$ cat src/rtl/p405s_opnd_fwd_sel.sv
// Operand forward-stage selector: picks each decode port's operand address
// (RA/RB), tracks in-flight GPR write tags and reports youngest-stage hits.
//
// Ports:
//   CB, reset             clock, synchronous active-high reset
//   preDcdRA/preDcdRB     per-port candidate operand addresses (packed)
//   rdEn, bpMuxSel_NEG    per-port select controls (RA when both are 1)
//   dcdValid, dcdStall    decode slot valid / hold
//   flush                 kills the decode and exe slots
//   wrEn, wrAddr          decode instruction GPR write and destination
//   dcdPortAddr           selected operand address per port
//   fwdHit, fwdAny        per-port one-hot forward stage and its OR
//   stageValid            valid bit of each tracked stage
//
// Config macro: P405S_FWD_SELREG_EN registers dcdPortAddr/fwdHit/fwdAny.
module p405s_opnd_fwd_sel #(
    parameter int NPORTS = 2,
    parameter int ADDR_W = 10,
    parameter int DEPTH  = 4
) (
    input  logic                     CB,
    input  logic                     reset,
    input  logic [NPORTS*ADDR_W-1:0] preDcdRA,
    input  logic [NPORTS*ADDR_W-1:0] preDcdRB,
    input  logic [NPORTS-1:0]        rdEn,
    input  logic [NPORTS-1:0]        bpMuxSel_NEG,
    input  logic                     dcdValid,
    input  logic                     dcdStall,
    input  logic                     flush,
    input  logic                     wrEn,
    input  logic [ADDR_W-1:0]        wrAddr,
    output logic [NPORTS*ADDR_W-1:0] dcdPortAddr,
    output logic [NPORTS*DEPTH-1:0]  fwdHit,
    output logic [NPORTS-1:0]        fwdAny,
    output logic [DEPTH-1:0]         stageValid
);

    // Tag pipeline: stage 0 = exe, rising index = older.
    logic [DEPTH-1:0]  vld_q;
    logic [DEPTH-1:0]  vld_d;
    logic [ADDR_W-1:0] tag_q [DEPTH];
    logic [ADDR_W-1:0] tag_d [DEPTH];

    always_comb begin
        vld_d = vld_q;
        tag_d = tag_q;
        // Stage 0 takes a bubble on stall or flush; flush wins but
        // both just clear valid, so the address is simply held.
        if (!flush && !dcdStall) begin
            vld_d[0] = dcdValid & wrEn;
            tag_d[0] = wrAddr;
        end else begin
            vld_d[0] = 1'b0;
        end
        // Older stages always advance; flush also kills the
        // instruction moving out of exe into stage 1.
        for (int i = 1; i < DEPTH; i++) begin
            vld_d[i] = (i == 1 && flush) ? 1'b0 : vld_q[i-1];
            tag_d[i] = tag_q[i-1];
        end
    end

    always_ff @(posedge CB) begin
        if (reset) begin
            vld_q <= '0;
            for (int i = 0; i < DEPTH; i++) begin
                tag_q[i] <= '0;
            end
        end else begin
            vld_q <= vld_d;
            for (int i = 0; i < DEPTH; i++) begin
                tag_q[i] <= tag_d[i];
            end
        end
    end

    assign stageValid = vld_q;

    // Operand address select per port.
    logic [NPORTS*ADDR_W-1:0] sel_c;

    always_comb begin
        sel_c = '0;
        for (int p = 0; p < NPORTS; p++) begin
            if (rdEn[p] & bpMuxSel_NEG[p]) begin
                sel_c[p*ADDR_W +: ADDR_W] = preDcdRA[p*ADDR_W +: ADDR_W];
            end else begin
                sel_c[p*ADDR_W +: ADDR_W] = preDcdRB[p*ADDR_W +: ADDR_W];
            end
        end
    end

    // Tag compare against pre-edge stage contents; keep only the
    // youngest matching stage so duplicates yield a single hit.
    logic [NPORTS*DEPTH-1:0] hit_c;
    logic [NPORTS-1:0]       any_c;
    logic                    found;

    always_comb begin
        hit_c = '0;
        any_c = '0;
        found = 1'b0;
        for (int p = 0; p < NPORTS; p++) begin
            found = 1'b0;
            for (int i = 0; i < DEPTH; i++) begin
                if (!found && vld_q[i] &&
                    tag_q[i] == sel_c[p*ADDR_W +: ADDR_W]) begin
                    hit_c[p*DEPTH + i] = 1'b1;
                    found              = 1'b1;
                end
            end
            any_c[p] = found;
        end
    end

`ifdef P405S_FWD_SELREG_EN
    logic [NPORTS*ADDR_W-1:0] addr_q;
    logic [NPORTS*ADDR_W-1:0] addr_d;
    logic [NPORTS*DEPTH-1:0]  hit_q;
    logic [NPORTS*DEPTH-1:0]  hit_d;
    logic [NPORTS-1:0]        any_q;
    logic [NPORTS-1:0]        any_d;

    always_comb begin
        addr_d = addr_q;
        hit_d  = hit_q;
        any_d  = any_q;
        if (!dcdStall) begin
            addr_d = sel_c;
            hit_d  = hit_c;
            any_d  = any_c;
        end
        // A flushed decode must not present a stale forward select.
        if (flush) begin
            hit_d = '0;
            any_d = '0;
        end
    end

    always_ff @(posedge CB) begin
        if (reset) begin
            addr_q <= '0;
            hit_q  <= '0;
            any_q  <= '0;
        end else begin
            addr_q <= addr_d;
            hit_q  <= hit_d;
            any_q  <= any_d;
        end
    end

    assign dcdPortAddr = addr_q;
    assign fwdHit      = hit_q;
    assign fwdAny      = any_q;
`else
    assign dcdPortAddr = sel_c;
    assign fwdHit      = hit_c;
    assign fwdAny      = any_c;
`endif

endmodule

$ cat config.mk
export PLATFORM = sky130hd
export DESIGN_NAME = p405s_opnd_fwd_sel
export DESIGN_NICKNAME = d
export VERILOG_FILES = /design/src/rtl/p405s_opnd_fwd_sel.sv
export SDC_FILE = /design/constraint.sdc
export NUM_CORES = 1
export LEC_CHECK = 0
export ABC_AREA = 1
export CAP_MARGIN = 30
export CORE_MARGIN = 2
export CORE_UTILIZATION = 25
export DETAILED_ROUTE_END_ITERATION = 10
export HOLD_SLACK_MARGIN = 0.03
export REMOVE_ABC_BUFFERS = 1
export SLEW_MARGIN = 0
export SYNTH_ARGS = -nofsm -noshare
export SYNTH_HDL_FRONTEND = slang
export SYNTH_SLANG_ARGS = --single-unit
$ cat constraint.sdc
create_clock -name CB -period 2.2 [get_ports CB]
set_clock_uncertainty 0.1 [all_clocks]
set_input_delay 0.44 -clock CB [delete_from_list [all_inputs] [get_ports CB]]
set_output_delay 0.44 -clock CB [all_outputs]
set_load 0.01 [all_outputs]
==> metrics.md, run 1 <==
| Metric | Value |
|---|---|
| Crit path kind | `input port to primary output` |
| Post-route ant nets | `0` |
| Relative slew slack | `81.4%` |
| Netlist Area Pre-Place | `~0.0034 mm^2` |
| Crit path launch type | `input port` |
| Outcome | `complete, but fails checks` |
| # port buffers | `93` |
| Avg Synthesized Cell Area | `approximately 6.0 um^2` |
| Worst-Skew Late Latency | `280 ps` |
| Worst endpoint required time | `between 1500 and 2000 ps` |
| Vias in the first global route | `about 4,400` |
| RR Endpoint | `tag_d[21]$_SDFFE_PP0P_` |
| Worst path buffer plus inverter count | `4` |
| Ys async rst share | `0%` |
| Final Power | `around 0.0026 W` |
| RSZ-0062 raised after global routing | `true` |
| Die Wd | `about 120 um` |
| Synth area leaders | `dfxtp_1 (26%), nand2_1 (17%), nand3_1 (16%), inv_1 (9.2%), nor2_1 (8.6%)` |
| Worst VDD drop | `around 0.32 mV` |
| Clock tree buffer depth | `2` |
| Synth Area in Simple Gates | `a little under three fifths` |
| Core area | `roughly 0.013 mm^2` |
| Least-Margin Pin Slew | `~280 ps` |
| Critical Path AT | `~1900 ps` |
| Top cells by count, synth | `nand2_1 (154), nand3_1 (107), inv_1 (83), nor2_1 (77), dfxtp_1 (44)` |
| CP max stage delay | `about 200 ps` |
| Via density | `4.70` |
| Syn Inst Count | `~560` |
| WL met1 | `between 6000 and 7000 um` |
| Post-Synth XOR/XNOR Area | `under 10%` |
| Setup TNS Final | `-1360 ps` |
| Largest net degree at the start of global routing | `between 40 and 50` |
| FF-to-FF Start | `tag_d[21]$_SDFFE_PP0P_` |
| Critical-path maximum fanout | `4` |
| LEAKAGE | `2.90 nW` |
| DR vias | `between 4,000 and 5,000` |
| CP top delay family | `simple AND/OR/NAND/NOR gates` |
| Htree depth | `2` |
| Slowest CP cell | `buf_2` |
| WHS Path Cells | `2` |
| CP cell instances | `buf_8 > buf_2 > nand3_2 > buf_4 > nand3_2 > nand4_1 > nor2_1 > nand3_1 > nand4_1 > buf_2` |
| Die Area | `between 0.01 and 0.015 mm^2` |
| Yosys cell types | `21` |
| Placer Congestion | `just under 1` |
| Num Clock Sinks | `44` |
| Drt pass-1 iters | `5` |
| Antenna violations before repair | `0` |
| Num rows | `42` |
| Yosys warning count | `0` |
| Setup violators final | `10` |
| Highest Signal Layer | `met4` |
| EDFF count, synth | `0` |
| Yosys top cell area share | `between 20% and 30%` |
| DIE HEIGHT | `120 um` |
| First-pass GRT wire length | `approximately 23,000 um` |
| DP Wirelength | `around 11,000 um` |
| CP Launch Point | `rdEn[0]` |
| Max Slew Vio Count | `0` |
| Sequential share of the synthesized area | `a little over a quarter` |
| Final Hold Viols | `0` |
| Tmin final | `roughly 2500 ps` |
| Post-synth top area cell | `dfxtp_1` |
| Setup ws final | `-255 ps` |
| Drt total wl | `between 10,000 and 15,000 um` |
| FF-to-FF path depth | `3` |
| Post-Synth Adder-Cell Area | `0%` |
| Critical Path End Type | `primary output` |
| Fin nets | `roughly 800` |
| Failing checks | `setup timing` |
| Drt drc | `0` |
| WL per Instance | `roughly 16 um` |
| Met3 Wirelength | `a little under 1000 um` |
| GRT Total Usage | `between 20% and 30%` |
| Count leader, synth | `nand2_1` |
| Complex-gate fraction of the synthesized area | `3.12%` |
| Hold Path Class | `flop to flop` |
| IO Count | `94` |
| Mux cell area share after synthesis | `0%` |
| Filler instances | `around 1,400` |
| Top_reg_cell synth | `dfxtp_1` |
| FMAX | `~410 MHz` |
| Layout cells sized above 1 | `approximately a third` |
| Met2 WL post-DR | `6540 um` |
| Clk pin slew, worst setup/hold paths | `~60 ps` |
| Antenna cells | `0` |
| CTS buffer count | `5` |
| Final period utilization | `112%` |
| CTS root buffer | `clkbuf_16` |
| FF+latch count, synth | `44` |
| Internal reg-to-reg setup slack | `roughly 1200 ps` |
| Min-delay src | `tag_d[5]$_SDFF_PP0_` |
| Starting Density | `between 20 and 30%` |
| Layout area overhead | `77.9%` |
| MaxCap Viol Count | `0` |
| Hold Buf Count CTS | `0` |
| Largest family of logic cells by synthesized area | `simple AND/OR/NAND/NOR gates` |
| Hold endpoint | `tag_q[5]$_SDFF_PP0_` |
| CTS tree | `yes` |
| GRT overflow | `0` |
| Power density cells | `between 400 and 500 mW/mm^2` |
| Initial DRC Count | `332` |
==> layer usage <==
metal | vias to the layer above | global-route usage [%]
met5 | - | 0
met4 | 0 | 6.40
met3 | 37 | 4.56
met2 | 165 | 33.1
met1 | 1991 | 26.9
li1 | 2126 | -
==> placed cells by master, fill, tap and decap left out, drive strengths merged <==
master	count
nand2	181
inv	84
dlymetal6s2s	5
buf	113
a211oi	10
nor3	2
o21ai	1
clkdlybuf4s50	24
xor2	8
clkbuf	9
a21oi	5
nor2	77
nand4	10
nand3	120
dfxtp	44
clkdlybuf4s15	3
dlygate4sd2	46
==> through the flow <==
stage          setup WS [ps]  std cells  hold WS, ps  instance area [um^2]  util, %
2_1_floorplan          -7.48        541          339                  3250        -
5_1_grt                 -254        918          392                  5990     45.4
3_5_place_dp           -1190        892          352                  5040     38.2
4_1_cts                 -140        914          361                  5800     44.0
3_3_place_gp           -1170        892          351                  5040     38.2
6_report                -255        918          362                  5990     45.4
==> layout make-up <==
type	count	area, um^2	share of cell area (%)
Clock buffer	8	146	2.44
Inverter	84	315	5.26
Multi-Input combinational cell	414	2650	44.2
Sequential cell	44	881	14.7
Tap cell	176	220	3.68
Timing Repair Buffer	192	1780	29.7
==> logic make-up (layout without fill, tap and decap cells) <==
family | after synthesis | count (layout)
xor gates and xnor gates | 8 | 8
DFF | 44 | 44
buffers and inverters | 100 | 284
and+or+nand+nor | 389 | 390
AOI/OAI and AO/OA | 16 | 16
==> how the worst max path moves through the flow <==
stage,to,cells past startpoint
6_report,fwdAny[0],10
5_1_grt,fwdHit[1],12
4_1_cts,fwdAny[0],11
3_5_place_dp,fwdHit[1],13
3_3_place_gp,fwdHit[1],13
2_1_floorplan,fwdHit[5],9
==> report_power, final <==
group	internal [W]	switching, W
Sequential	0.000825	0.0000274
Combinational	0.000443	0.000525
Clock	0.000454	0.000317
Total	0.00172	0.000870
==> state kept, by name, summed over array words and instances, names as in the netlist <==
signal      count
tag_d          30
tag_q          10
stageValid      4
==> worst reg2reg max path, delay by kind of cell (launching register included) <==
kind,cells,cell delay (ps)
AOI/OAI and AO/OA,1,200
buffers and inverters,2,260
DFF,1,380
==> what timing repair did <==
action,4_1_cts,5_1_grt
endpoints found under the setup margin,30,18
pin swaps,76,38
setup buffers,10,4
gates cloned,4,0
endpoints found under the hold margin,0,0
gates resized for setup,261,47
Note: power is estimated with default switching activity, not from simulation.
==> run 2, diff against run 1 <==
- CAP_MARGIN: 30 -> not set
==> results of run 2 <==
Same layout as run 1: the final DEF is identical, and so are final timing and power.
==> run 3, diff against run 2 <==
- ABC_CLOCK_PERIOD_IN_PS: not set -> 2200
==> results of run 3 <==
Same layout as run 1: the final DEF is identical, and so are final timing and power.
